--- src/rtl/mc_ctrl_fsm_if.sv ---
// Memory request/ready handshake between the multi-cycle controller and the
// unified instruction/data memory.
interface mc_ctrl_fsm_if;
  logic mem_req;
  logic mem_ready;
  logic IorD;
  logic MemWrite;

  modport master (output mem_req, output IorD, output MemWrite, input mem_ready);
  modport slave  (input mem_req, input IorD, input MemWrite, output mem_ready);
endinterface

--- src/rtl/mc_ctrl_fsm.sv ---
// Multi-cycle MIPS control unit with variable-latency memory and a retired counter.
// Define MC_ILLEGAL_TRAP_EN to halt in TRAP on illegal instructions instead of skipping them.
module mc_ctrl_fsm #(
  parameter int         CNT_W   = 32,
  parameter logic [3:0] ALU_ADD = 4'b0000,
  parameter logic [3:0] ALU_SUB = 4'b0001,
  parameter logic [3:0] ALU_AND = 4'b0010,
  parameter logic [3:0] ALU_OR  = 4'b0011,
  parameter logic [3:0] ALU_SLT = 4'b0100
) (
  input  logic             CLK,
  input  logic             RST_N,
  mc_ctrl_fsm_if.master    mem_bus,
  input  logic [5:0]       Op,
  input  logic [5:0]       Funct,
  input  logic             Zero,
  output logic             IRWrite,
  output logic             RegWrite,
  output logic             RegDst,
  output logic             MemToReg,
  output logic             ALUSrcA,
  output logic [1:0]       ALUSrcB,
  output logic [1:0]       PCSrc,
  output logic [3:0]       ALUControl,
  output logic             PCEn,
  output logic [3:0]       state,
  output logic [CNT_W-1:0] retired,
  output logic             trap
);

  typedef enum logic [3:0] {
    S_FETCH  = 4'd0,
    S_DECODE = 4'd1,
    S_MEMADR = 4'd2,
    S_MEMRD  = 4'd3,
    S_MEMWB  = 4'd4,
    S_MEMWR  = 4'd5,
    S_EXEC   = 4'd6,
    S_ALUWB  = 4'd7,
    S_BRANCH = 4'd8,
    S_ADDIEX = 4'd9,
    S_ADDIWB = 4'd10,
    S_JUMP   = 4'd11,
    S_TRAP   = 4'd12
  } state_t;

  typedef struct packed {
    logic       mem_req;
    logic       iord;
    logic       mem_write;
    logic       fetch;
    logic       reg_write;
    logic       reg_dst;
    logic       mem_to_reg;
    logic       alu_src_a;
    logic [1:0] alu_src_b;
    logic [1:0] pc_src;
    logic [3:0] alu_ctl;
    logic       pc_write;
    logic       beq;
    logic       bne;
  } ctrl_t;

  localparam logic [5:0] OP_RTYPE = 6'b000000;
  localparam logic [5:0] OP_LW    = 6'b100011;
  localparam logic [5:0] OP_SW    = 6'b101011;
  localparam logic [5:0] OP_BEQ   = 6'b000100;
  localparam logic [5:0] OP_BNE   = 6'b000101;
  localparam logic [5:0] OP_ADDI  = 6'b001000;
  localparam logic [5:0] OP_J     = 6'b000010;

  localparam logic [5:0] FN_ADD = 6'b100000;
  localparam logic [5:0] FN_SUB = 6'b100010;
  localparam logic [5:0] FN_AND = 6'b100100;
  localparam logic [5:0] FN_OR  = 6'b100101;
  localparam logic [5:0] FN_SLT = 6'b101010;

  state_t          state_q;
  state_t          nxt;
  ctrl_t           ctrl_q;
  logic            retire;
  logic [CNT_W-1:0] retired_q;

  function automatic logic legal_funct(input logic [5:0] f);
    return (f == FN_ADD) || (f == FN_SUB) || (f == FN_AND) ||
           (f == FN_OR)  || (f == FN_SLT);
  endfunction

  function automatic logic [3:0] funct_alu(input logic [5:0] f);
    logic [3:0] a;
    case (f)
      FN_SUB:  a = ALU_SUB;
      FN_AND:  a = ALU_AND;
      FN_OR:   a = ALU_OR;
      FN_SLT:  a = ALU_SLT;
      default: a = ALU_ADD;
    endcase
    return a;
  endfunction

  // Outputs are registered, so they are derived from the state being entered.
  function automatic ctrl_t ctrl_for(input state_t s, input logic [5:0] op,
                                     input logic [5:0] f);
    ctrl_t c;
    c = '0;
    case (s)
      S_FETCH: begin
        c.mem_req   = 1'b1;
        c.fetch     = 1'b1;
        c.alu_src_b = 2'b01;
        c.alu_ctl   = ALU_ADD;
      end
      S_DECODE: begin
        c.alu_src_b = 2'b11;
        c.alu_ctl   = ALU_ADD;
      end
      S_MEMADR, S_ADDIEX: begin
        c.alu_src_a = 1'b1;
        c.alu_src_b = 2'b10;
        c.alu_ctl   = ALU_ADD;
      end
      S_MEMRD: begin
        c.mem_req = 1'b1;
        c.iord    = 1'b1;
      end
      S_MEMWB: begin
        c.reg_write  = 1'b1;
        c.mem_to_reg = 1'b1;
      end
      S_MEMWR: begin
        c.mem_req   = 1'b1;
        c.iord      = 1'b1;
        c.mem_write = 1'b1;
      end
      S_EXEC: begin
        c.alu_src_a = 1'b1;
        c.alu_ctl   = funct_alu(f);
      end
      S_ALUWB: begin
        c.reg_write = 1'b1;
        c.reg_dst   = 1'b1;
      end
      S_BRANCH: begin
        c.alu_src_a = 1'b1;
        c.alu_ctl   = ALU_SUB;
        c.pc_src    = 2'b01;
        c.beq       = (op == OP_BEQ);
        c.bne       = (op == OP_BNE);
      end
      S_ADDIWB: c.reg_write = 1'b1;
      S_JUMP: begin
        c.pc_src   = 2'b10;
        c.pc_write = 1'b1;
      end
      default: c = '0;
    endcase
    return c;
  endfunction

  always_comb begin
    nxt    = state_q;
    retire = 1'b0;
    case (state_q)
      S_FETCH:  nxt = mem_bus.mem_ready ? S_DECODE : S_FETCH;
      S_DECODE: begin
        if ((Op == OP_LW) || (Op == OP_SW))
          nxt = S_MEMADR;
        else if ((Op == OP_RTYPE) && legal_funct(Funct))
          nxt = S_EXEC;
        else if ((Op == OP_BEQ) || (Op == OP_BNE))
          nxt = S_BRANCH;
        else if (Op == OP_ADDI)
          nxt = S_ADDIEX;
        else if (Op == OP_J)
          nxt = S_JUMP;
        else begin
`ifdef MC_ILLEGAL_TRAP_EN
          nxt = S_TRAP;
`else
          nxt    = S_FETCH;
          retire = 1'b1;
`endif
        end
      end
      S_MEMADR: nxt = (Op == OP_LW) ? S_MEMRD : S_MEMWR;
      S_MEMRD:  nxt = mem_bus.mem_ready ? S_MEMWB : S_MEMRD;
      S_MEMWB: begin
        nxt    = S_FETCH;
        retire = 1'b1;
      end
      S_MEMWR: begin
        nxt    = mem_bus.mem_ready ? S_FETCH : S_MEMWR;
        retire = mem_bus.mem_ready;
      end
      S_EXEC:   nxt = S_ALUWB;
      S_ADDIEX: nxt = S_ADDIWB;
      S_ALUWB, S_BRANCH, S_ADDIWB, S_JUMP: begin
        nxt    = S_FETCH;
        retire = 1'b1;
      end
      S_TRAP:   nxt = S_TRAP;
      default:  nxt = S_FETCH;
    endcase
  end

`ifdef MC_ILLEGAL_TRAP_EN
  logic trap_q;
`endif

  always_ff @(posedge CLK or negedge RST_N) begin
    if (!RST_N) begin
      state_q   <= S_FETCH;
      ctrl_q    <= ctrl_for(S_FETCH, 6'd0, 6'd0);
      retired_q <= '0;
`ifdef MC_ILLEGAL_TRAP_EN
      trap_q    <= 1'b0;
`endif
    end else begin
      state_q <= nxt;
      ctrl_q  <= ctrl_for(nxt, Op, Funct);
      if (retire)
        retired_q <= retired_q + CNT_W'(1);
`ifdef MC_ILLEGAL_TRAP_EN
      trap_q  <= (nxt == S_TRAP);
`endif
    end
  end

  // Strobes are gated by RST_N so nothing fires while reset is held.
  assign mem_bus.mem_req  = ctrl_q.mem_req & RST_N;
  assign mem_bus.IorD     = ctrl_q.iord;
  assign mem_bus.MemWrite = ctrl_q.mem_write & RST_N;
  assign IRWrite    = ctrl_q.fetch & mem_bus.mem_ready & RST_N;
  assign RegWrite   = ctrl_q.reg_write & RST_N;
  assign RegDst     = ctrl_q.reg_dst;
  assign MemToReg   = ctrl_q.mem_to_reg;
  assign ALUSrcA    = ctrl_q.alu_src_a;
  assign ALUSrcB    = ctrl_q.alu_src_b;
  assign PCSrc      = ctrl_q.pc_src;
  assign ALUControl = ctrl_q.alu_ctl;
  assign PCEn       = RST_N & (ctrl_q.pc_write |
                               (ctrl_q.fetch & mem_bus.mem_ready) |
                               (ctrl_q.beq & Zero) |
                               (ctrl_q.bne & ~Zero));
  assign state      = state_q;
  assign retired    = retired_q;
`ifdef MC_ILLEGAL_TRAP_EN
  assign trap       = trap_q;
`else
  assign trap       = 1'b0;
`endif

endmodule
--- src/flat_wrapper.sv ---
// flat-port wrapper written by rule: the top's interface ports become plain ports
module mc_ctrl_fsm_flat 
#(
  parameter int         CNT_W   = 32,
  parameter logic [3:0] ALU_ADD = 4'b0000,
  parameter logic [3:0] ALU_SUB = 4'b0001,
  parameter logic [3:0] ALU_AND = 4'b0010,
  parameter logic [3:0] ALU_OR  = 4'b0011,
  parameter logic [3:0] ALU_SLT = 4'b0100
)
  (CLK, RST_N, Op, Funct, Zero, IRWrite, RegWrite, RegDst, MemToReg, ALUSrcA, ALUSrcB, PCSrc, ALUControl, PCEn, state, retired, trap, mem_bus_mem_req, mem_bus_IorD, mem_bus_MemWrite, mem_bus_mem_ready);
  mc_ctrl_fsm_if mem_bus_i ();
  input  logic CLK;
  input  logic RST_N;
  input  logic [5:0] Op;
  input  logic [5:0] Funct;
  input  logic Zero;
  output logic IRWrite;
  output logic RegWrite;
  output logic RegDst;
  output logic MemToReg;
  output logic ALUSrcA;
  output logic [1:0] ALUSrcB;
  output logic [1:0] PCSrc;
  output logic [3:0] ALUControl;
  output logic PCEn;
  output logic [3:0] state;
  output logic [CNT_W-1:0] retired;
  output logic trap;
  output wire logic [$bits(mem_bus_i.mem_req)-1:0] mem_bus_mem_req;
  output wire logic [$bits(mem_bus_i.IorD)-1:0] mem_bus_IorD;
  output wire logic [$bits(mem_bus_i.MemWrite)-1:0] mem_bus_MemWrite;
  input wire logic [$bits(mem_bus_i.mem_ready)-1:0] mem_bus_mem_ready;
  assign mem_bus_mem_req = mem_bus_i.mem_req;
  assign mem_bus_IorD = mem_bus_i.IorD;
  assign mem_bus_MemWrite = mem_bus_i.MemWrite;
  assign mem_bus_i.mem_ready = mem_bus_mem_ready;
  mc_ctrl_fsm #(.CNT_W(CNT_W), .ALU_ADD(ALU_ADD), .ALU_SUB(ALU_SUB), .ALU_AND(ALU_AND), .ALU_OR(ALU_OR), .ALU_SLT(ALU_SLT)) u_core (.CLK(CLK), .RST_N(RST_N), .mem_bus(mem_bus_i), .Op(Op), .Funct(Funct), .Zero(Zero), .IRWrite(IRWrite), .RegWrite(RegWrite), .RegDst(RegDst), .MemToReg(MemToReg), .ALUSrcA(ALUSrcA), .ALUSrcB(ALUSrcB), .PCSrc(PCSrc), .ALUControl(ALUControl), .PCEn(PCEn), .state(state), .retired(retired), .trap(trap));
endmodule
--- config.mk ---
export PLATFORM = sky130hd
export DESIGN_NAME = mc_ctrl_fsm_flat
export DESIGN_NICKNAME = d
export VERILOG_FILES = /design/src/rtl/mc_ctrl_fsm_if.sv /design/src/rtl/mc_ctrl_fsm.sv /design/src/flat_wrapper.sv
export SDC_FILE = /design/constraint.sdc
export NUM_CORES = 1
export LEC_CHECK = 0
export ABC_CLOCK_PERIOD_IN_PS = 3000
export BUFFER_PORTS_ARGS = -buffer_cell sky130_fd_sc_hd__buf_2
export CAP_MARGIN = 40
export CORE_ASPECT_RATIO = 0.75
export CORE_MARGIN = 2
export CORE_UTILIZATION = 36
export CTS_BUF_LIST = sky130_fd_sc_hd__clkbuf_4
export DETAILED_ROUTE_END_ITERATION = 6
export PLACE_DENSITY_LB_ADDON = 0.15
export SLEW_MARGIN = 20
export SYNTH_ARGS = -nofsm -noshare
export SYNTH_HDL_FRONTEND = slang
export SYNTH_SLANG_ARGS = --single-unit
--- constraint.sdc ---
create_clock -name CLK -period 3 [get_ports CLK]
set_input_delay 0.6 -clock CLK [delete_from_list [all_inputs] [get_ports CLK]]
set_output_delay 0.6 -clock CLK [all_outputs]
set_load 0.005 [all_outputs]
==> results of run 1 <==
per-stage QoR:
| stage | cells | instance area, um^2 | power (mW) | setup WS, ps | hold WS [ps] |
|---|---|---|---|---|---|
| floorplan | 261 | 2725 | 1.084 | 854.8 | 304.4 |
| global placement | 419 | 3124 | 1.220 | 546.6 | 459.1 |
| detailed placement | 419 | 3124 | 1.228 | 569.1 | 460.9 |
| CTS | 427 | 3207 | 1.658 | 761.1 | 129.2 |
| global route | 427 | 3207 | 1.738 | 573.6 | 116.4 |
| finish | 427 | 3207 | 1.629 | 771.0 | 147.4 |
cell families (layout without fill, tap and decap cells):
logic type | after synthesis | after routing | synth area share (%)
buffers and inverters | 25 | 90 | 4.919
XOR/XNOR | 34 | 34 | 10.94
AO/OA/AOI/OAI | 31 | 31 | 9.058
other | 1 | 2 | 0.1378
multiplexers | 4 | 4 | 1.563
adder cells (fa/ha/maj) | 1 | 1 | 0.4597
flip-flops | 54 | 54 | 49.79
AND/OR/NAND/NOR | 110 | 110 | 23.13
synth_stat cells, types with 2 or more instances:
cell	count	share of area (%)
sky130_fd_sc_hd__nor4_1	3	0.69
sky130_fd_sc_hd__dfrtp_1	51	47
sky130_fd_sc_hd__nor2b_1	4	0.92
sky130_fd_sc_hd__and3_1	9	2.1
sky130_fd_sc_hd__nand4_1	13	3.0
sky130_fd_sc_hd__nor4_2	2	0.92
sky130_fd_sc_hd__dfstp_2	3	2.9
sky130_fd_sc_hd__mux2i_1	2	0.74
sky130_fd_sc_hd__inv_1	9	1.2
sky130_fd_sc_hd__buf_2	5	0.92
sky130_fd_sc_hd__or3_1	2	0.46
sky130_fd_sc_hd__nor3_1	4	0.74
sky130_fd_sc_hd__mux2_2	2	0.83
sky130_fd_sc_hd__nand2_1	24	3.3
sky130_fd_sc_hd__xnor2_1	28	9.0
sky130_fd_sc_hd__xor2_1	6	1.9
sky130_fd_sc_hd__nor2_1	12	1.7
sky130_fd_sc_hd__a21oi_1	6	1.1
sky130_fd_sc_hd__and4_1	5	1.6
sky130_fd_sc_hd__a21o_1	2	0.55
sky130_fd_sc_hd__nand3_1	13	2.4
sky130_fd_sc_hd__inv_2	2	0.28
sky130_fd_sc_hd__o21ai_0	6	1.1
sky130_fd_sc_hd__nand2b_1	4	0.92
sky130_fd_sc_hd__nor4b_1	2	0.64
sky130_fd_sc_hd__buf_4	9	2.5
sky130_fd_sc_hd__and2_1	4	0.92
path summary, 6_finish.rpt:
| kind | start | end | slack [ps] | cells after the start |
|---|---|---|---|---|
| worst min-delay path | RST_N | u_core.ALUControl[2] | 150 | 1 |
| min in group CLK | Funct[0] | u_core.ALUControl[2] | 420 | 2 |
| worst max register to register | u_core.state[0] | u_core.retired[1] | 770 | 5 |
| worst min register to register | u_core.retired[31] | u_core.retired[31] | 470 | 1 |
| worst max-delay path | u_core.state[0] | u_core.retired[1] | 770 | 5 |
| max in group asynchronous | RST_N | u_core.ctrl_q[15] | 2040 | 2 |
final cells by class:
class	instances	area [um^2]	area share (%)
tap	101	126.4	3.941
multi-input combinational	182	1236	38.55
sequential	54	1355	42.26
timing repair buffer	71	365.4	11.39
clock buffer	7	52.55	1.639
clock inverter	1	30.03	0.9364
inverter	11	41.29	1.288
flip-flops by register name, summed over array words and instances, names as in the netlist:
name                 count
u_core.RegDst            1
u_core.ALUControl        3
u_core.mem_bus.IorD      1
u_core.retired          32
u_core.ALUSrcA           1
u_core.ctrl_q            7
u_core.MemToReg          1
u_core.ALUSrcB           2
u_core.PCSrc             2
u_core.state             4
per-layer routing:
metal  up-vias  part of all wire, %  wire, um
met2        50                   40      2415
li1       1040                    -         -
met3         2                  4.5       272
met1      1001                   55      3290
met5         -                    0         0
met4         0                 0.48        29
critical path, stage by stage (launching register included):
cell,delay (ps)
sky130_fd_sc_hd__dfrtp_1,700
sky130_fd_sc_hd__and2b_1,310
sky130_fd_sc_hd__o211ai_2,150
sky130_fd_sc_hd__a211o_1,300
sky130_fd_sc_hd__nand2_1,290
sky130_fd_sc_hd__mux2_2,380
power by group through the flow:
stage,logic [mW],clock network (mW),registers (mW)
after global routing,0.351,0.470,0.917
after detailed placement,0.317,0,0.911
final,0.314,0.415,0.900
after floorplan,0.202,0,0.882
after global placement,0.312,0,0.908
after CTS,0.319,0.441,0.897
cell usage in the layout (no fill, tap or decap), types with 2 or more instances in the layout:
cell                       instances
sky130_fd_sc_hd__inv_1             9
sky130_fd_sc_hd__clkbuf_4          7
sky130_fd_sc_hd__a21o_1            2
sky130_fd_sc_hd__nor2b_1           4
sky130_fd_sc_hd__nor4b_1           2
sky130_fd_sc_hd__dfstp_2           3
sky130_fd_sc_hd__and4_1            5
sky130_fd_sc_hd__nand4_1          13
sky130_fd_sc_hd__o21ai_0           6
sky130_fd_sc_hd__a21oi_1           6
sky130_fd_sc_hd__nor3_1            4
sky130_fd_sc_hd__dfrtp_1          51
sky130_fd_sc_hd__or3_1             2
sky130_fd_sc_hd__nor2_1           12
sky130_fd_sc_hd__and3_1            9
sky130_fd_sc_hd__nor4_2            2
sky130_fd_sc_hd__mux2_2            2
sky130_fd_sc_hd__buf_4             4
sky130_fd_sc_hd__xnor2_1          28
sky130_fd_sc_hd__mux2i_1           2
sky130_fd_sc_hd__conb_1            2
sky130_fd_sc_hd__nand2_1          24
sky130_fd_sc_hd__xor2_1            6
sky130_fd_sc_hd__nor4_1            3
sky130_fd_sc_hd__inv_2             2
sky130_fd_sc_hd__buf_2            67
sky130_fd_sc_hd__nand2b_1          4
sky130_fd_sc_hd__and2_1            4
sky130_fd_sc_hd__nand3_1          13
==> tab_implementation.tex, run 1 <==
\begin{tabular}{lr}
\hline
Metric & Value \\
\hline
\multicolumn{2}{l}{\textbf{Critical path}} \\
Largest fanout of any net on the critical path & 17 \\
Type of the setup path with the least slack & flop to flop \\
Data arrival time of the critical path & 2490 ps \\
Required time of the worst setup path & 3260 ps \\
Startpoint type of the worst setup path & flop \\
Nature of the critical path endpoint & flop \\
\multicolumn{2}{l}{\textbf{Floorplan}} \\
Placement Rows & 27 \\
Die Y & 79.30 um \\
Effective utilization at floorplan & 37.12\% \\
Number of primary I/O pins & 70 \\
Die X-Extent & 104.4 um \\
Die outline area & 8278 um\^{}2 \\
Core area & 7331 um\^{}2 \\
\multicolumn{2}{l}{\textbf{Placement}} \\
Placer congestion estimate & 0.8905 \\
Port bufs & 67 \\
Hpwl dp & 4.485 mm \\
\multicolumn{2}{l}{\textbf{Power}} \\
Static Leakage & 1.561 nW \\
Part of the power in combinational logic & 19.3\% \\
Power share of the sequential group & 55.3\% \\
Switching Share & 30.02\% \\
Power density of the placed cells & 508.0 nW/um\^{}2 \\
Switching component of the power & 0.4890 mW \\
Clock network fraction of total power & 25.5\% \\
Max IR drop VDD & 0.2058 mV \\
Internal power & 1.140 mW \\
\multicolumn{2}{l}{\textbf{Yosys}} \\
Async set or reset register ratio after synthesis & 100.0\% \\
Number of enable flip-flop cells after synthesis & 0 \\
Cell Area, Synth & 2721 um\^{}2 \\
Sequential share of the synthesized area & 49.79\% \\
Yosys cell types & 55 \\
Gate Count Post-Synth & 260 \\
Flops \& latches, synth & 54 \\
Mean cell area of the mapped netlist & 10.47 um\^{}2 \\
Count of yosys warnings during synthesis & 0 \\
Predominant post-synthesis flop cell & sky130\_fd\_sc\_hd\_\_dfrtp\_1 \\
\multicolumn{2}{l}{\textbf{STA}} \\
Setup-failing EPs final & 0 \\
Slew Limit Headroom & 64.69\% \\
Setup tns final & 0 ps \\
Transition time of the tightest slew-check pin & 529.7 ps \\
Portion of the clock cycle consumed by the worst path in the final layout & 74.30\% \\
Fin crit period & 2229 ps \\
Number of slew-limit violations in the final report & 0 \\
Number of hold violations in the final report & 0 \\
Setup repair after global routing missed its margin & false \\
Highest clock frequency the design can meet & 448.6 MHz \\
Clock Skews & 4.215 ps \\
\multicolumn{2}{l}{\textbf{Layout}} \\
\# fillers & 715 \\
Final layout net count & 342 \\
Layout overhead on the synthesized area & 17.84\% \\
\# diodes & 0 \\
Share of layout cells above drive strength 1 & 29.75\% \\
Post-layout utilization of the core & 43.74\% \\
\multicolumn{2}{l}{\textbf{Clock network}} \\
Post CTS Setup Buffer Count & 0 \\
Number of hold buffers added after CTS & 0 \\
Clock sink total & 54 \\
CTS Root Buffer Type & sky130\_fd\_sc\_hd\_\_clkbuf\_4 \\
Number of buffers added by the clock tree synthesis step & 5 \\
Post-cts sizing count & 0 \\
Clock insertion delay at the later pin of the skew report & 350 ps \\
Max clock buf depth & 2 \\
Depth of the CTS H-tree & 2 \\
Clock slew seen by the registers of the worst setup and hold paths & 150 ps \\
TritonCTS clock tree & built \\
\multicolumn{2}{l}{\textbf{GRT}} \\
Sum of overflow across all layers after global routing & 0 \\
Global-route track usage on met2 & 22.09\% \\
Vias in the first global route & 1974 \\
Met1 Usage GRT & 23.75\% \\
Total global routing track utilization & 15.44\% \\
First-pass GRT wire length & 10.18 mm \\
Most Crowded Layer GR & met1 \\
Met3 Track Usage GR & 3.530\% \\
Initial antenna violation count & 0 \\
Largest net degree at the start of global routing & 34 \\
\multicolumn{2}{l}{\textbf{Status}} \\
Outcome & finished, final reports clean \\
\multicolumn{2}{l}{\textbf{Routing}} \\
1st-pass router iterations & 4 \\
DRC violation count after routing & 0 \\
Average detailed-routed wire length per instance & 14.07 um \\
Routed wire length & 6.008 mm \\
Routed via count & 2093 \\
Final ANT Viol Nets & 0 \\
Detailed router's first-iteration violation count & 86 \\
Average via count per standard cell & 4.902 \\
\multicolumn{2}{l}{\textbf{Worst hold path}} \\
Worst min path class & primary input to asynchronous set/reset pin \\
\multicolumn{2}{l}{\textbf{Run}} \\
Max Cap Viol & 0 \\
\hline
\end{tabular}
Note: power is estimated with default switching activity, not from simulation.
==> inputs of run 2 (changes only) <==
--- a/config.mk
+++ b/config.mk
@@ -5,7 +5,8 @@
 export SDC_FILE = /design/constraint.sdc
 export NUM_CORES = 1
 export LEC_CHECK = 0
-export ABC_CLOCK_PERIOD_IN_PS = 3000
+export ABC_AREA = 1
+export ABC_CLOCK_PERIOD_IN_PS = 1800
 export BUFFER_PORTS_ARGS = -buffer_cell sky130_fd_sc_hd__buf_2
 export CAP_MARGIN = 40
 export CORE_ASPECT_RATIO = 0.75
==> constraint.sdc (replaced) <==
create_clock -name CLK -period 1.8 [get_ports CLK]
set_input_delay 0.36 -clock CLK [delete_from_list [all_inputs] [get_ports CLK]]
set_output_delay 0.36 -clock CLK [all_outputs]
set_load 0.005 [all_outputs]
==> run 2 against run 1 <==
  * Combinational power increased to 3.7 times the previous value
  * Clock-buffer cell count decreased by 2
  * Clock skew increased by 4.9 ps
  * Die area increased by 23%
  * Sequential share of layout area decreased by 9.5 points
  * Area after synthesis increased by 24%
  * Non-clock buffer count increased by 28
  * Critical path depth increased by 3
  * Largest cell class is now multi-input gates
==> tab_implementation.tex, run 2 <==
\begin{tabular}{lr}
\hline
Metric & Value \\
\hline
\multicolumn{2}{l}{\textbf{Status}} \\
Outcome & finished, final reports clean \\
\multicolumn{2}{l}{\textbf{Placement}} \\
Placer congestion estimate & 0.9492 \\
Port bufs & 67 \\
Hpwl dp & 7.008 mm \\
Placed cell count & 652 \\
Placed instance area & 4041 um\^{}2 \\
\multicolumn{2}{l}{\textbf{GRT}} \\
Sum of overflow across all layers after global routing & 0 \\
Vias in the first global route & 2768 \\
Initial antenna violation count & 0 \\
Largest net degree at the start of global routing & 30 \\
Total global routing track utilization & 17.88\% \\
First-pass GRT wire length & 14.14 mm \\
\multicolumn{2}{l}{\textbf{Yosys}} \\
Area share of xor/xnor cells in the synthesized design & 9.494\% \\
Yosys cell types & 32 \\
Dominant cell by count in the synthesized netlist & sky130\_fd\_sc\_hd\_\_nand2\_1 \\
Top cells by area, synth & sky130\_fd\_sc\_hd\_\_dfrtp\_1 (38\%), sky130\_fd\_sc\_hd\_\_nand2\_1 (13\%), sky130\_fd\_sc\_hd\_\_nor2\_1 (7.3\%) \\
Async set or reset register ratio after synthesis & 100.0\% \\
Gate Count Post-Synth & 440 \\
Mean cell area of the mapped netlist & 7.698 um\^{}2 \\
Compound-cell area share of the yosys netlist & 3.546\% \\
Predominant post-synthesis flop cell & sky130\_fd\_sc\_hd\_\_dfrtp\_1 \\
Fraction of the mapped netlist area in simple logic gates & 37.02\% \\
Proportion of netlist area held by the largest area contributor & 37.68\% \\
Flops \& latches, synth & 54 \\
Dominant combinational cell family by area after synthesis & simple AND/OR/NAND/NOR gates \\
Number of enable flip-flop cells after synthesis & 0 \\
Cell taking the most area after synthesis & sky130\_fd\_sc\_hd\_\_dfrtp\_1 \\
Cell Area, Synth & 3387 um\^{}2 \\
Sequential share of the synthesized area & 40.01\% \\
Adder and majority gate portion of the synthesized area & 0.3694\% \\
Most instantiated cells after synthesis & sky130\_fd\_sc\_hd\_\_nand2\_1 (115), sky130\_fd\_sc\_hd\_\_nor2\_1 (66), sky130\_fd\_sc\_hd\_\_dfrtp\_1 (51), sky130\_fd\_sc\_hd\_\_inv\_1 (44), sky130\_fd\_sc\_hd\_\_nand3\_1 (33) \\
Count of yosys warnings during synthesis & 0 \\
Mux share of post-synthesis cell area & 0.2955\% \\
\multicolumn{2}{l}{\textbf{Critical path}} \\
Worst setup slack for register-to-register paths & 130 ps \\
RR Startpoint & u\_core.state[2] \\
Largest fanout of any net on the critical path & 6 \\
Required time of the worst setup path & 2080 ps \\
Destination of the critical timing path & u\_core.ALUSrcA \\
Nature of the critical path endpoint & flop \\
Cell count of the worst reg-to-reg path & 8 \\
Crit. Startpoint & u\_core.state[2] \\
Startpoint type of the worst setup path & flop \\
Type of the setup path with the least slack & flop to flop \\
Endpoint of the lowest-slack register-to-register path & u\_core.ALUSrcA \\
Data arrival time of the critical path & 1960 ps \\
\multicolumn{2}{l}{\textbf{Layout}} \\
Count of placed standard cells in the final layout, fillers left out & 661 \\
Max reg flops & 32 \\
Non-Filler Cell Area, Final & 4138 um\^{}2 \\
Final layout net count & 549 \\
Layout overhead on the synthesized area & 22.16\% \\
Most frequent cells in the layout & sky130\_fd\_sc\_hd\_\_nand2\_1 (115), sky130\_fd\_sc\_hd\_\_buf\_2 (67), sky130\_fd\_sc\_hd\_\_nor2\_1 (63), sky130\_fd\_sc\_hd\_\_dfrtp\_1 (50), sky130\_fd\_sc\_hd\_\_inv\_1 (44) \\
Post-layout utilization of the core & 45.55\% \\
\# diodes & 0 \\
Commonest non-fill, non-tap cell in the layout & sky130\_fd\_sc\_hd\_\_nand2\_1 \\
Share of layout cells above drive strength 1 & 30.21\% \\
\multicolumn{2}{l}{\textbf{Clock network}} \\
Post CTS Setup Buffer Count & 0 \\
Clock insertion delay at the later pin of the skew report & 380 ps \\
Depth of the CTS H-tree & 2 \\
CTS Root Buffer Type & sky130\_fd\_sc\_hd\_\_clkbuf\_4 \\
Clock slew seen by the registers of the worst setup and hold paths & 180 ps \\
Number of buffers added by the clock tree synthesis step & 5 \\
Clock sink total & 54 \\
TritonCTS clock tree & built \\
Max clock buf depth & 2 \\
\multicolumn{2}{l}{\textbf{Power}} \\
Part of the power in combinational logic & 34.4\% \\
Power share of the sequential group & 47.4\% \\
Internal power & 2.115 mW \\
Switching Share & 37.84\% \\
Power density of the placed cells & 822.4 nW/um\^{}2 \\
Final total power & 3.403 mW \\
Max IR drop VDD & 0.3880 mV \\
Switching component of the power & 1.288 mW \\
Clock network fraction of total power & 18.1\% \\
Static Leakage & 2.294 nW \\
\multicolumn{2}{l}{\textbf{STA}} \\
Setup-failing EPs final & 0 \\
Clock Skews & 9.095 ps \\
Number of slew-limit violations in the final report & 0 \\
Number of hold violations in the final report & 0 \\
Highest clock frequency the design can meet & 597.2 MHz \\
Fin crit period & 1675 ps \\
Portion of the clock cycle consumed by the worst path in the final layout & 93.03\% \\
\multicolumn{2}{l}{\textbf{Routing}} \\
Final ANT Viol Nets & 0 \\
1st-pass router iterations & 4 \\
Routed wire length & 8.787 mm \\
DRC violation count after routing & 0 \\
Detailed router's first-iteration violation count & 175 \\
Average detailed-routed wire length per instance & 13.29 um \\
Routed via count & 3017 \\
Average via count per standard cell & 4.564 \\
\multicolumn{2}{l}{\textbf{Floorplan}} \\
Effective utilization at floorplan & 37.29\% \\
Placement Rows & 30 \\
Die Y & 88 um \\
Number of primary I/O pins & 70 \\
Core area & 9084 um\^{}2 \\
Die X-Extent & 116 um \\
Die outline area & 10210 um\^{}2 \\
\multicolumn{2}{l}{\textbf{Run}} \\
Max Cap Viol & 0 \\
\multicolumn{2}{l}{\textbf{Worst hold path}} \\
Worst min path class & primary input to asynchronous set/reset pin \\
\hline
\end{tabular}
==> run 2: cell count changes in the layout (fill, tap and decap cells not counted), moves of 11 or more <==
cell,change
sky130_fd_sc_hd__nand3_1,+20
sky130_fd_sc_hd__o21ai_1,+11
sky130_fd_sc_hd__xnor2_1,-24
sky130_fd_sc_hd__nand2_1,+91
sky130_fd_sc_hd__buf_4,+24
sky130_fd_sc_hd__nor2_1,+51
sky130_fd_sc_hd__inv_1,+35
==> run 2: worst min-delay path by stage <==
stage	startpoint	to	slack (ps)	depth (start not counted)
floorplan	RST_N	u_core.ALUControl[0]	60	0
global placement	RST_N	u_core.ALUControl[2]	230	1
detailed placement	RST_N	u_core.ALUControl[2]	230	1
CTS	RST_N	u_core.retired[9]	5	2
global route	RST_N	u_core.ctrl_q[16]	10	2
finish	RST_N	u_core.retired[9]	20	2
==> run 2: final cells by class <==
cell class	instances	area (um^2)
Fill cell	946	4946
Multi-Input combinational cell	320	1744
Sequential cell	54	1356
Timing Repair Buffer	99	615.6
Inverter	52	195.2
Tap cell	128	160.2
Clock buffer	5	37.54
Clock inverter	3	28.78
==> run 2: through the flow <==
step	hold WS, ps	TNS [ps]	worst slack [ps]
floorplan	64.41	0	182.5
global placement	229.9	0	80.11
detailed placement	234.2	0	78.66
CTS	5.107	0	97.56
global route	11.17	-4.730	-4.730
finish	22.91	0	125.5
==> run 2: critical path, stage by stage, from the launching register on <==
cell and delay [ps]:
sky130_fd_sc_hd__dfrtp_1 480, sky130_fd_sc_hd__nor2_2 260, sky130_fd_sc_hd__nand2_2 120, sky130_fd_sc_hd__nor2_4 160, sky130_fd_sc_hd__nand3_2 120, sky130_fd_sc_hd__nand3_2 150
sky130_fd_sc_hd__nor2_1 60, sky130_fd_sc_hd__nor2_1 140, sky130_fd_sc_hd__nand2_1 90
==> run 2: logic make-up (layout without fill, tap and decap cells) <==
| logic type | count (synthesis) | count (layout) |
|---|---|---|
| buffers and inverters | 67 | 159 |
| other | 1 | 2 |
| DFF | 54 | 54 |
| and+or+nand+nor | 265 | 265 |
| adders and majority gates | 1 | 1 |
| muxes | 1 | 1 |
| xor gates and xnor gates | 29 | 29 |
| AOI/OAI and AO/OA | 22 | 22 |
==> run 2: per-layer routing <==
layer | vias up | global-route usage (%) | routed length [um]
li1 | 1550 | - | -
met2 | 74 | 23.76 | 3345
met3 | 2 | 3.945 | 499
met4 | 0 | 3.139 | 35
met5 | - | 0 | 0
met1 | 1391 | 29.27 | 4906
==> run 2: power by group through the flow <==
stage / sequential [mW] / clock (mW) / combinational (mW)
2_1_floorplan: 1.63 / 0 / 0.651
3_3_place_gp: 1.64 / 0 / 1.16
3_5_place_dp: 1.64 / 0 / 1.17
4_1_cts: 1.62 / 0.645 / 1.18
5_1_grt: 1.65 / 0.695 / 1.30
6_report: 1.61 / 0.617 / 1.17
==> run 2: repair_timing <==
action / 4_1_cts / 5_1_grt
endpoints found under the hold margin: 2 / 0
hold buffers: 1 / 0
gates resized for setup: 0 / 6
setup endpoints to repair: 0 / 13
==> inputs of run 3 (changes only) <==
==> constraint.sdc (replaced) <==
create_clock -name CLK -period 1.8 [get_ports CLK]
set_input_delay 0.09 -clock CLK [delete_from_list [all_inputs] [get_ports CLK]]
set_output_delay 0.09 -clock CLK [all_outputs]
set_load 0.005 [all_outputs]
==> run 3 against run 2 <==
  * Hold slack better by 46 ps
  * Global-route usage rose by 1.1 points
  * Clock skew grew 3.1 ps
  * Sequential share of layout area fell by 0.44 points
  * First-iteration DRC count is 3.4% higher
  * Register-to-register slack gained 20 ps
  * Critical path depth fell by 1
  * Largest power group unchanged
==> tab_implementation.tex, run 3 (synthesis gave the netlist of run 2 again) <==
\begin{tabular}{lr}
\hline
Metric & Value \\
\hline
\multicolumn{2}{l}{\textbf{STA}} \\
Clock Skews & 12.22 ps \\
Fin crit period & 1724 ps \\
Setup-failing EPs final & 0 \\
Highest clock frequency the design can meet & 580.0 MHz \\
Hold WS & 68.60 ps \\
Number of hold violations in the final report & 0 \\
Portion of the clock cycle consumed by the worst path in the final layout & 95.79\% \\
Number of slew-limit violations in the final report & 0 \\
\multicolumn{2}{l}{\textbf{Routing}} \\
1st-pass router iterations & 4 \\
Average via count per standard cell & 4.568 \\
Routed via count & 3024 \\
Routed wire length & 9.094 mm \\
DRC violation count after routing & 0 \\
Detailed router's first-iteration violation count & 181 \\
Average detailed-routed wire length per instance & 13.74 um \\
Final ANT Viol Nets & 0 \\
\multicolumn{2}{l}{\textbf{Layout}} \\
Share of layout cells above drive strength 1 & 30.34\% \\
Register Area & 1360 um\^{}2 \\
\# fillers & 931 \\
Post-layout utilization of the core & 46.29\% \\
Most frequent cells in the layout & sky130\_fd\_sc\_hd\_\_nand2\_1 (115), sky130\_fd\_sc\_hd\_\_buf\_2 (66), sky130\_fd\_sc\_hd\_\_nor2\_1 (61), sky130\_fd\_sc\_hd\_\_dfrtp\_1 (47), sky130\_fd\_sc\_hd\_\_inv\_1 (44) \\
\# diodes & 0 \\
Final layout net count & 550 \\
Max reg flops & 32 \\
Layout overhead on the synthesized area & 24.16\% \\
Commonest non-fill, non-tap cell in the layout & sky130\_fd\_sc\_hd\_\_nand2\_1 \\
Multi-input combinational cell area & 1769 um\^{}2 \\
\multicolumn{2}{l}{\textbf{GRT}} \\
Total global routing track utilization & 18.94\% \\
First-pass GRT wire length & 14.72 mm \\
Vias in the first global route & 2818 \\
Sum of overflow across all layers after global routing & 0 \\
Largest net degree at the start of global routing & 24 \\
Initial antenna violation count & 0 \\
\multicolumn{2}{l}{\textbf{Floorplan}} \\
Placement Rows & 30 \\
Die X-Extent & 116 um \\
Number of primary I/O pins & 70 \\
Core area & 9084 um\^{}2 \\
Die Y & 88 um \\
Effective utilization at floorplan & 37.29\% \\
Die outline area & 10210 um\^{}2 \\
\multicolumn{2}{l}{\textbf{Clock network}} \\
CTS Root Buffer Type & sky130\_fd\_sc\_hd\_\_clkbuf\_4 \\
Max clock buf depth & 2 \\
Clock sink total & 54 \\
TritonCTS clock tree & built \\
Clock slew seen by the registers of the worst setup and hold paths & 160 ps \\
Depth of the CTS H-tree & 2 \\
Number of buffers added by the clock tree synthesis step & 5 \\
Clock insertion delay at the later pin of the skew report & 400 ps \\
\multicolumn{2}{l}{\textbf{Placement}} \\
Hpwl dp & 7.191 mm \\
Placer congestion estimate & 0.8760 \\
Port bufs & 67 \\
\multicolumn{2}{l}{\textbf{Critical path}} \\
Required time of the worst setup path & 2140 ps \\
Data arrival time of the critical path & 2060 ps \\
Type of the setup path with the least slack & primary input to flop \\
Largest fanout of any net on the critical path & 3 \\
Nature of the critical path endpoint & flop \\
Startpoint type of the worst setup path & primary input \\
\multicolumn{2}{l}{\textbf{Run}} \\
Max Cap Viol & 0 \\
\multicolumn{2}{l}{\textbf{Power}} \\
Power density of the placed cells & 843.9 nW/um\^{}2 \\
Max IR drop VDD & 0.2862 mV \\
Static Leakage & 2.310 nW \\
\multicolumn{2}{l}{\textbf{Status}} \\
Outcome & finished, final reports clean \\
\multicolumn{2}{l}{\textbf{Worst hold path}} \\
Worst min path class & primary input to flop \\
\hline
\end{tabular}
==> run 3: cell types whose count changed in the layout (fill, tap and decap cells not counted), sizes merged <==
cell / previous run / this run
clkinv: 2 / 0
dlymetal6s4s: 0 / 1
buf: 98 / 91
dlygate4sd3: 1 / 8
inv: 53 / 54
bufinv: 0 / 1
==> run 3: metrics by stage <==
stage / std cells / TNS, ps / total power [mW] / instance area [um^2] / setup slack [ps]
after CTS: 659 / 0 / 3.514 / 4129 / 12.87
after floorplan: 441 / 0 / 2.283 / 3391 / 182.5
final: 662 / 0 / 3.549 / 4205 / 75.82
after detailed placement: 642 / 0 / 2.743 / 3954 / 40.06
after global placement: 642 / 0 / 2.729 / 3954 / 119.4
after global routing: 662 / -20.92 / 3.816 / 4205 / -16.24
==> run 3: cell type report <==
| cell class | instances | area share (%) |
|---|---|---|
| Inverter | 52 | 4.641 |
| Sequential cell | 54 | 32.34 |
| Multi-Input combinational cell | 320 | 42.07 |
| Clock inverter | 3 | 1.131 |
| Timing Repair Buffer | 100 | 15.11 |
| Tap cell | 128 | 3.808 |
| Clock buffer | 5 | 0.8926 |
==> run 3: worst max-delay path, cell delays in order <==
cell                            delay, ps
sky130_fd_sc_hd__dlygate4sd3_1        530
sky130_fd_sc_hd__buf_2                140
sky130_fd_sc_hd__nor2_2                80
sky130_fd_sc_hd__dlygate4sd3_1        550
sky130_fd_sc_hd__nand2_1               50
sky130_fd_sc_hd__dlygate4sd3_1        550
sky130_fd_sc_hd__nor2_1                80
==> run 3: path summary, 6_finish.rpt <==
path	start	cells past startpoint	slack, ps	to
max reg2reg	u_core.state[3]	11	150	u_core.mem_bus.IorD
max in group asynchronous	RST_N	3	1080	u_core.ctrl_q[18]
min	Funct[0]	5	70	u_core.ALUControl[0]
min in group asynchronous	RST_N	2	120	u_core.ALUControl[1]
min reg2reg	u_core.retired[15]	1	530	u_core.retired[15]
max	Funct[1]	7	80	u_core.ALUControl[1]
==> run 3: layer usage <==
metal	track usage, %	part of all wire, %	up-vias
met1	30.63	55	1368
met3	3.460	6.2	12
met5	0	0	-
li1	-	-	1552
met4	4.978	1.5	0
met2	25.31	38	92
==> run 3: repair_timing <==
item | 4_1_cts | 5_1_grt
setup endpoints to repair | 0 | 14
gates resized for setup | 0 | 16
hold buffers | 9 | 0
hold endpoints to repair | 57 | 0
buffers inserted | 0 | 4
==> run 3: power breakdown <==
part / internal, mW / switching [mW] / total (mW)
registers: 1.42 / 0.220 / 1.64
logic: 0.524 / 0.649 / 1.17
clock network: 0.303 / 0.436 / 0.740
